==> config.mk <==
export PLATFORM = sky130hd
export DESIGN_NAME = lfm_chirp_seq
export DESIGN_NICKNAME = d
export VERILOG_FILES = /design/src/rtl/lfm_chirp_seq.sv
export SDC_FILE = /design/constraint.sdc
export NUM_CORES = 1
export LEC_CHECK = 0
export CELL_PAD_IN_SITES_DETAIL_PLACEMENT = 1
export CELL_PAD_IN_SITES_GLOBAL_PLACEMENT = 2
export CORE_UTILIZATION = 35
export CTS_CLUSTER_SIZE = 20
export DETAILED_ROUTE_END_ITERATION = 6
export PLACE_DENSITY = 0.8
export SYNTH_ARGS = -nofsm -noshare
export SYNTH_HDL_FRONTEND = slang
export SYNTH_SLANG_ARGS = --single-unit
==> constraint.sdc <==
create_clock -name clk -period 7.6 [get_ports clk]
set_input_delay 1.52 -clock clk [delete_from_list [all_inputs] [get_ports clk]]
set_output_delay 1.52 -clock clk [all_outputs]
set_load 0.005 [all_outputs]
==> src/rtl/lfm_chirp_seq.sv <==
// Linear-FM chirp sequencer: streams swept phase-increment words to a DDS,
// with optional idle gaps between chirps and continuous repetition until stop.
`timescale 1ns/1ps
module lfm_chirp_seq #(
    parameter int PHASE_W = 32,
    parameter int CNT_W   = 16
) (
    input  logic               clk,
    input  logic               reset,
    input  logic               start,
    input  logic               stop,
    input  logic [PHASE_W-1:0] cfg_start_inc,
    input  logic [PHASE_W-1:0] cfg_step,
    input  logic [CNT_W-1:0]   cfg_len,
    input  logic [CNT_W-1:0]   cfg_gap,
    input  logic               cfg_continuous,
    output logic               phase_valid,
    input  logic               phase_ready,
    output logic [PHASE_W-1:0] phase_data,
    output logic               chirp_last,
    output logic               busy,
    output logic [CNT_W-1:0]   chirp_count,
    output logic [1:0]         dbg_state
);

    typedef enum logic [1:0] {
        ST_IDLE  = 2'd0,
        ST_SWEEP = 2'd1,
        ST_GAP   = 2'd2
    } state_t;

    state_t             state_q, state_d;
    logic [PHASE_W-1:0] acc_q, acc_d;
    logic               valid_q, valid_d;
    logic               last_q, last_d;
    logic [CNT_W-1:0]   idx_q, idx_d;
    logic [CNT_W-1:0]   gap_cnt_q, gap_cnt_d;
    logic [CNT_W-1:0]   count_q, count_d;
    logic [PHASE_W-1:0] start_inc_q, start_inc_d;
    logic [PHASE_W-1:0] step_q, step_d;
    logic [CNT_W-1:0]   len_q, len_d;
    logic [CNT_W-1:0]   gap_q, gap_d;
    logic               cont_q, cont_d;
    logic               stop_seen_q, stop_seen_d;

    logic               accept;
    logic               continuing;
    logic [CNT_W-1:0]   idx_nxt;
    logic [CNT_W-1:0]   len_m1;

    // Handshake: a word transfers on every cycle with phase_valid && phase_ready.
    // While phase_valid is high and phase_ready low, phase_data/chirp_last hold.
    assign accept     = valid_q && phase_ready;
    assign continuing = cont_q && !stop_seen_q && !stop;
    assign idx_nxt    = idx_q + CNT_W'(1);
    assign len_m1     = len_q - CNT_W'(1);

    always_comb begin
        state_d     = state_q;
        acc_d       = acc_q;
        valid_d     = valid_q;
        last_d      = last_q;
        idx_d       = idx_q;
        gap_cnt_d   = gap_cnt_q;
        count_d     = count_q;
        start_inc_d = start_inc_q;
        step_d      = step_q;
        len_d       = len_q;
        gap_d       = gap_q;
        cont_d      = cont_q;
        stop_seen_d = stop_seen_q;

        case (state_q)
            ST_IDLE: begin
                if (start && (cfg_len != '0)) begin
                    start_inc_d = cfg_start_inc;
                    step_d      = cfg_step;
                    len_d       = cfg_len;
                    gap_d       = cfg_gap;
                    cont_d      = cfg_continuous;
                    stop_seen_d = stop;
                    state_d     = ST_SWEEP;
                    valid_d     = 1'b1;
                    acc_d       = cfg_start_inc;
                    idx_d       = '0;
                    last_d      = (cfg_len == CNT_W'(1));
                end
            end

            ST_SWEEP: begin
                if (stop) begin
                    stop_seen_d = 1'b1;
                end
                if (accept) begin
                    if (last_q) begin
                        count_d = count_q + CNT_W'(1);
                        if (!continuing) begin
                            state_d = ST_IDLE;
                            valid_d = 1'b0;
                            last_d  = 1'b0;
                        end else if (gap_q != '0) begin
                            state_d   = ST_GAP;
                            gap_cnt_d = gap_q;
                            valid_d   = 1'b0;
                            last_d    = 1'b0;
                        end else begin
                            // Zero gap: next chirp's first word follows with no bubble.
                            acc_d  = start_inc_q;
                            idx_d  = '0;
                            last_d = (len_q == CNT_W'(1));
                        end
                    end else begin
                        acc_d  = acc_q + step_q;
                        idx_d  = idx_nxt;
                        last_d = (idx_nxt == len_m1);
                    end
                end
            end

            ST_GAP: begin
                if (stop) begin
                    state_d = ST_IDLE;
                end else if (gap_cnt_q == CNT_W'(1)) begin
                    state_d = ST_SWEEP;
                    valid_d = 1'b1;
                    acc_d   = start_inc_q;
                    idx_d   = '0;
                    last_d  = (len_q == CNT_W'(1));
                end else begin
                    gap_cnt_d = gap_cnt_q - CNT_W'(1);
                end
            end

            default: begin
                state_d = ST_IDLE;
                valid_d = 1'b0;
                last_d  = 1'b0;
            end
        endcase
    end

    always_ff @(posedge clk or posedge reset) begin
        if (reset) begin
            state_q     <= ST_IDLE;
            acc_q       <= '0;
            valid_q     <= 1'b0;
            last_q      <= 1'b0;
            idx_q       <= '0;
            gap_cnt_q   <= '0;
            count_q     <= '0;
            start_inc_q <= '0;
            step_q      <= '0;
            len_q       <= '0;
            gap_q       <= '0;
            cont_q      <= 1'b0;
            stop_seen_q <= 1'b0;
        end else begin
            state_q     <= state_d;
            acc_q       <= acc_d;
            valid_q     <= valid_d;
            last_q      <= last_d;
            idx_q       <= idx_d;
            gap_cnt_q   <= gap_cnt_d;
            count_q     <= count_d;
            start_inc_q <= start_inc_d;
            step_q      <= step_d;
            len_q       <= len_d;
            gap_q       <= gap_d;
            cont_q      <= cont_d;
            stop_seen_q <= stop_seen_d;
        end
    end

    assign phase_valid = valid_q;
    assign phase_data  = acc_q;
    assign chirp_last  = last_q;
    assign busy        = (state_q != ST_IDLE);
    assign chirp_count = count_q;
    assign dbg_state   = state_q;

endmodule

==> reports/qor.yml, run 1 <==
yosys:
  yosysSeqAreaShare: 0.429
  synth_edf_count: 0
  synth_cell_types: 59
  synth_xor_xnor_area_share: 0.0643
  yosys.area_share.simple: 0.144
  synth-compound-area-share: 0.176
  synth_nets: 1224
  muxShareOfSynthArea: 0.109
  postSynthCellCount: 1080
  synth_ff_type: "dfrtp_1"
  ys_async_sr_fraction: 1.00
  synth_fa_ha_area_frac: 0.0502
  synth_area_um2: 10600
  yosys_warnings: 0
  synth_top_family_by_area: "compound AO/OA/AOI/OAI gates"
  synth-seq-cells: 182
  synth_area_per_cell_um2: 9.83
timing:
  skew_ns: 0.0145
  setup_viol: 0
  fin_crit_sh: 0.605
  grt_setup_unrepaired: "false"
  period_minus_slack_ns: 4.60
  max_freq_mhz: 217
  finalHoldViolations: 0
  setup_tns_ns: 0
  tightest_slew_ns: 1.04
  relSlewSlack: 0.304
  slew_violations: 0
  hold-worst-slack_ns: 0.469
power:
  p_leak_uw: 0.00531
  comb_power_share: 0.562
  p_int_uw: 3450
  total_power_uw: 6260
  p_seq_frac: 0.289
  netSwitchingFraction: 0.449
  power_frac_clock: 0.149
  p_per_area_nw_per_um2: 476
  p_switching_uw: 2810
  max-vdd-ir-drop_mv: 0.207
final_layout:
  multiInputGateArea_um2: 5780
  final_util: 0.442
  seqCellArea_um2: 4550
  layout.cells.most_common: "dfrtp_1"
  layout-drive-gt1-share: 0.128
  nFillCells: 3370
  final_cell_mix: "dfrtp_1, clkdlybuf4s50_1, nand2_1, mux2_2, nor2_1"
  syn2layout_area_growth_pct: 23.7
  fin_nets: 1355
route:
  dr.pass1.iters: 5
  wire_per_inst_um: 19.5
  routed_via_density: 5.44
  postRouteAntennaNets: 0
  dr.first_iter.drc_count: 397
  vias: 8786
  routed_wl_mm: 31.5
  drc: 0
floorplanning:
  design.core.area_um2: 29700
  die_y_um: 176
  floorplan.die.width_um: 176
  die_area_um2: 31000
  rows: 63
  start_util: 0.357
  pin_count: 155
clocking:
  cts.sinks: 182
  clk_latency_ns: 0.45
  post_cts_buffers: 0
  cts_made_buffers: 17
  ctsResizeCount: 0
  clk_pin_slew_worst_paths_ns: 0.08
  cts-root-buf: "clkbuf_16"
  cts_tree: "built"
  hold_buffers: 0
  clock_path_buffers: 2
  htreeDepth: 4
critical_path:
  startpoint_type: "input pin"
  r2r_slack_ns: 4.11
  worst_path_largest_cell_delay_ns: 0.81
  path_cells: "clkdlybuf4s50_1, nor4_1, nand4_1, o21ai_0, or2_4, buf_4, mux2_2"
  rr_worst_depth: 11
  slowest_stage: "or2_4"
  r2r-end: "phase_data[19]$_DFFE_PP0P_"
  r2r-start: "gap_cnt_q[1]$_DFFE_PP0P_"
  crit_fanout: 63
  worstSetupPathType: "input pin to flip-flop"
  end_kind: "flip-flop"
  crit_required_ns: 7.93
  worstPathArrival_ns: 4.93
placed_design:
  dp_hpwl_mm: 22.4
  portBuffers: 154
  gp_congestion: 0.798
job:
  drv_cap: 0
global_routing:
  antenna_found_initial: 1
  grt_overflow_total: 0
  grt_first_pass_wirelength_mm: 51.0
  gr-usage-all-layers: 0.209
  grt_max_degree: 131
  grt_pass1_vias: 9395
worst_hold_path:
  whs_path_depth: 1
  hold_start: "chirp_count[15]$_DFFE_PP0P_"
  hold_class: "flip-flop to flip-flop"
  whs_endpoint: "chirp_count[15]$_DFFE_PP0P_"
status:
  status: "complete, no violations"
[worst max path at each step]
| stage | slack [ns] | from | endpoint |
|---|---|---|---|
| 2_1_floorplan | 1.14 | reset | chirp_count[0]$_DFFE_PP0P_ |
| 3_3_place_gp | 2.52 | cfg_len[11] | len_q[0]$_DFFE_PP0P_ |
| 3_5_place_dp | 2.45 | cfg_len[11] | gap_q[12]$_DFFE_PP0P_ |
| 4_1_cts | 2.88 | cfg_len[11] | gap_q[12]$_DFFE_PP0P_ |
| 5_1_grt | 2.75 | cfg_len[11] | len_q[0]$_DFFE_PP0P_ |
| 6_report | 3.00 | cfg_len[11] | len_q[1]$_DFFE_PP0P_ |
[through the flow]
| stage | setup slack, ns | instance area [um2] | cells |
|---|---|---|---|
| 2_1_floorplan | 1.14 | 10600 | 1080 |
| 3_3_place_gp | 2.52 | 12500 | 1582 |
| 3_5_place_dp | 2.45 | 12500 | 1582 |
| 4_1_cts | 2.88 | 13100 | 1614 |
| 5_1_grt | 2.75 | 13100 | 1614 |
| 6_report | 3.00 | 13100 | 1615 |
[critical path, delay by kind of cell]
kind | cells | cell delay, ns
AND/OR/NAND/NOR | 3 | 1.44
multiplexers | 1 | 0.40
AO/OA/AOI/OAI | 1 | 0.49
buffers and inverters | 2 | 0.99
[logic make-up after synthesis]
| kind of cell | after synthesis |
|---|---|
| simple gates | 319 |
| compound gates | 278 |
| flops | 182 |
| mux | 103 |
| xor+xnor | 78 |
| buf+inv | 78 |
| fa+ha+maj | 42 |
[cells in the mapped netlist (all sizes together), types with 3 or more instances]
master,n,area [um2]
a211o,3,26.3
a211oi,9,67.6
a21o,21,158
a21oi,48,240
a221oi,23,219
a31oi,13,81.3
a41oi,6,52.6
and2,10,62.6
and3,16,100
buf,5,25.0
clkbuf,47,176
dfrtp,182,4550
ha,41,513
inv,26,97.6
mux2,100,1130
mux2i,3,30.0
nand2,103,387
nand2b,8,50.1
nand3,24,120
nand4,18,113
nand4b,3,26.3
nor2,76,288
nor2b,3,18.8
nor3,24,120
nor3b,3,22.5
nor4,15,100
nor4b,3,26.3
o2111ai,3,26.3
o211ai,5,37.5
o21a,4,30.0
o21ai,74,370
o21bai,4,30.0
o22a,15,131
o22ai,7,43.8
o31ai,25,188
o41ai,5,51.3
or2,4,25.0
or4,5,37.5
xnor2,60,526
xor2,18,158
[metal layers]
| metal | track usage | wire length, um | part of all wire |
|---|---|---|---|
| met5 | 0 | 0 | 0 |
| met4 | 0.0478 | 355 | 0.011 |
| met3 | 0.0276 | 1000 | 0.032 |
| met2 | 0.344 | 14700 | 0.47 |
| met1 | 0.291 | 15500 | 0.49 |
[power groups by stage]
stage | clock, uW | sequential (uW) | combinational [uW]
floorplan | 0 | 1670 | 2520
global placement | 0 | 1810 | 3450
detailed placement | 0 | 1830 | 3520
CTS | 951 | 1810 | 3560
global route | 983 | 1870 | 3900
finish | 931 | 1810 | 3520
[registers in the layout, indices dropped and copies added (netlist names)]
signal and count:
gap_q 16, start_inc_q 32, phase_valid 1, stop_seen_q 1, chirp_last 1, dbg_state 2
cont_q 1, step_q 32, len_q 16, phase_data 32, gap_cnt_q 16, idx_q 16
chirp_count 16
[final cells by class]
| cell class | instances | share of cell area |
|---|---|---|
| multi-input cells | 820 | 0.440 |
| flip-flops and latches | 182 | 0.347 |
| repair buffers | 164 | 0.123 |
| well taps | 390 | 0.0371 |
| clock buffers | 18 | 0.0334 |
| clock inverters | 14 | 0.0118 |
| inverters | 26 | 0.00800 |
| diodes | 1 | 0.000190 |
Note: power is estimated with default switching activity, not from simulation.
==> run 2, diff against run 1 <==
--- a/config.mk
+++ b/config.mk
@@ -7,10 +7,10 @@
 export LEC_CHECK = 0
 export CELL_PAD_IN_SITES_DETAIL_PLACEMENT = 1
 export CELL_PAD_IN_SITES_GLOBAL_PLACEMENT = 2
-export CORE_UTILIZATION = 35
+export CORE_UTILIZATION = 31
 export CTS_CLUSTER_SIZE = 20
 export DETAILED_ROUTE_END_ITERATION = 6
-export PLACE_DENSITY = 0.8
+export PLACE_DENSITY = 0.75
 export SYNTH_ARGS = -nofsm -noshare
 export SYNTH_HDL_FRONTEND = slang
 export SYNTH_SLANG_ARGS = --single-unit
==> constraint.sdc (replaced) <==
create_clock -name clk -period 4.1 [get_ports clk]
set_input_delay 0.82 -clock clk [delete_from_list [all_inputs] [get_ports clk]]
set_output_delay 0.82 -clock clk [all_outputs]
set_load 0.005 [all_outputs]
==> run 2 against run 1 <==
Against the previous run: sequential share of layout area fell by 0.31 points; count of clock-buffer cells in the layout is 1 higher; routed wire length up 1.4%; power increased by 85%; register-to-register slack got worse by 3.4 ns; non-clock buffer count is 9 higher; critical path type is now flip-flop to flip-flop; largest cell class unchanged.
==> reports/qor.yml, run 2 (synthesis results as in run 1) <==
status:
  status: "complete, no violations"  # unchanged
floorplanning:
  design.core.area_um2: 33600  # was 29700 um2
  rows: 67  # was 63
  pin_count: 155  # unchanged
  floorplan.die.width_um: 187  # was 176 um
  start_util: 0.316  # was 0.357
  die_y_um: 187  # was 176 um
  die_area_um2: 35000  # was 31000 um2
clocking:
  htreeDepth: 4  # unchanged
  ctsResizeCount: 0  # unchanged
  clk_pin_slew_worst_paths_ns: 0.07  # was 0.08 ns
  cts-root-buf: "clkbuf_16"  # unchanged
  cts_made_buffers: 17  # unchanged
  post_cts_buffers: 0  # unchanged
  cts_tree: "built"  # unchanged
  clock_path_buffers: 2  # unchanged
  cts.sinks: 182  # unchanged
  hold_buffers: 0  # unchanged
  clk_latency_ns: 0.46  # was 0.45 ns
timing:
  slew_violations: 0  # unchanged
  skew_ns: 0.0158  # was 0.0145 ns
  setup_viol: 0  # unchanged
  relSlewSlack: 0.305  # was 0.304
  fin_crit_sh: 0.818
  max_freq_mhz: 298
  grt_setup_unrepaired: "false"  # unchanged
  tightest_slew_ns: 1.04  # about the same
  finalHoldViolations: 0  # unchanged
  period_minus_slack_ns: 3.35
  setup_tns_ns: 0  # unchanged
global_routing:
  gr-usage-all-layers: 0.188  # was 0.209
  grtUsageMet2: 0.292  # was 0.344
  grt_overflow_total: 0  # unchanged
  busiest_layer: "met2"  # unchanged
  grt_use_met1: 0.266  # was 0.291
  grt_max_degree: 113  # was 131
  grt_pass1_vias: 9300  # was 9395
  grt_util_met3: 0.0283  # was 0.0276
  grt_first_pass_wirelength_mm: 52.0  # was 51.0 mm
  antenna_found_initial: 0  # was 1
final_layout:
  stdcell_count: 1681  # was 1615
  layout.cells.most_common: "dfrtp_1"  # unchanged
  fin_nets: 1364  # was 1355
  final_cell_area_um2: 13300  # was 13100 um2
  n_antenna_cell: 0  # was 1
  layout-drive-gt1-share: 0.133  # was 0.128
  final_util: 0.394  # was 0.442
  final_cell_mix: "dfrtp_1, clkdlybuf4s50_1, nand2_1, mux2_2, nor2_1"  # unchanged
  syn2layout_area_growth_pct: 24.8  # was 23.7%
route:
  vias: 8834  # was 8786
  postRouteAntennaNets: 0  # unchanged
  routed_via_density: 5.26  # was 5.44
  dr.first_iter.drc_count: 415  # was 397
  dr.pass1.iters: 4  # was 5
  routed_wl_mm: 31.9  # was 31.5 mm
  drc: 0  # unchanged
  wire_per_inst_um: 19.0  # was 19.5 um
power:
  p_leak_uw: 0.00532  # was 0.00531 uW
  p_per_area_nw_per_um2: 875  # was 476 nW/um2
  max-vdd-ir-drop_mv: 0.333  # was 0.207 mV
critical_path:
  crit_fanout: 4  # was 63
  worstPathArrival_ns: 3.69  # was 4.93 ns
  crit_required_ns: 4.44  # was 7.93 ns
  worstSetupPathType: "flip-flop to flip-flop"  # was input pin to flip-flop
  startpoint_type: "flip-flop"  # was input pin
  end_kind: "flip-flop"  # unchanged
placed_design:
  dp_hpwl_mm: 23.2  # was 22.4 mm
  gp_congestion: 0.801  # was 0.798
  postPlaceCellArea_um2: 12700  # was 12500 um2
  portBuffers: 154  # unchanged
  place_inst: 1649  # was 1582
job:
  drv_cap: 0  # unchanged
worst_hold_path:
  hold_class: "flip-flop to flip-flop"  # unchanged
-- run 2: changes by cell type in the layout (fill, tap and decap cells not counted), sizes merged --
cell      before  now
buf           10   19
clkbuf        18   19
clkinvlp       1    7
diode          1    0
inv           33   26
-- run 2: stage by stage --
step	hold slack [ns]	worst slack (ns)	total power [uW]
3_3_place_gp	0.461	0.577	9900
3_5_place_dp	0.480	0.527	10000
4_1_cts	0.489	0.738	11700
2_1_floorplan	0.468	0.943	7770
5_1_grt	0.523	0.577	12500
6_report	0.479	0.747	11600
-- run 2: critical path: stages, from the launching register on --
cell	delay (ns)
dfrtp_1	0.45
ha_1	0.37
o21ai_0	0.09
o21bai_1	0.22
a21oi_1	0.19
o41ai_2	0.68
a41oi_1	0.40
o21ai_0	0.50
mux2i_1	0.26
a21oi_1	0.09
-- run 2: layout make-up --
| type | instances | area [um2] |
|---|---|---|
| Multi-Input combinational cell | 820 | 5780 |
| Clock buffer | 19 | 433 |
| Inverter | 26 | 101 |
| Tap cell | 448 | 561 |
| Sequential cell | 182 | 4550 |
| Clock inverter | 13 | 109 |
| Timing Repair Buffer | 173 | 1720 |
| Fill cell | 3771 | 20400 |
-- run 2: per-layer routing --
| metal | routed length (um) | share of wire |
|---|---|---|
| met5 | 0 | 0 |
| met4 | 518 | 0.016 |
| met3 | 1090 | 0.034 |
| met2 | 14400 | 0.45 |
| met1 | 16000 | 0.50 |
-- run 2: final timing paths --
kind	from	end	slack [ns]	depth (start not counted)
worst min-delay path	chirp_count[15]$_DFFE_PP0P_	chirp_count[15]$_DFFE_PP0P_	0.48	1
worst max-delay path	phase_data[2]$_DFFE_PP0P_	phase_data[31]$_DFFE_PP0P_	0.75	9
worst min register to register	chirp_count[15]$_DFFE_PP0P_	chirp_count[15]$_DFFE_PP0P_	0.48	1
worst max register to register	phase_data[2]$_DFFE_PP0P_	phase_data[31]$_DFFE_PP0P_	0.75	9
max in group asynchronous	reset	phase_data[26]$_DFFE_PP0P_	2.50	3
min in group asynchronous	reset	start_inc_q[4]$_DFFE_PP0P_	0.68	2
-- run 2: power breakdown --
group          switching (uW)  internal, uW  total, uW  leakage (uW)
clock                     767           832       1600      0.000251
combinational            3640          3000       6640       0.00286
sequential                764          2590       3360       0.00220
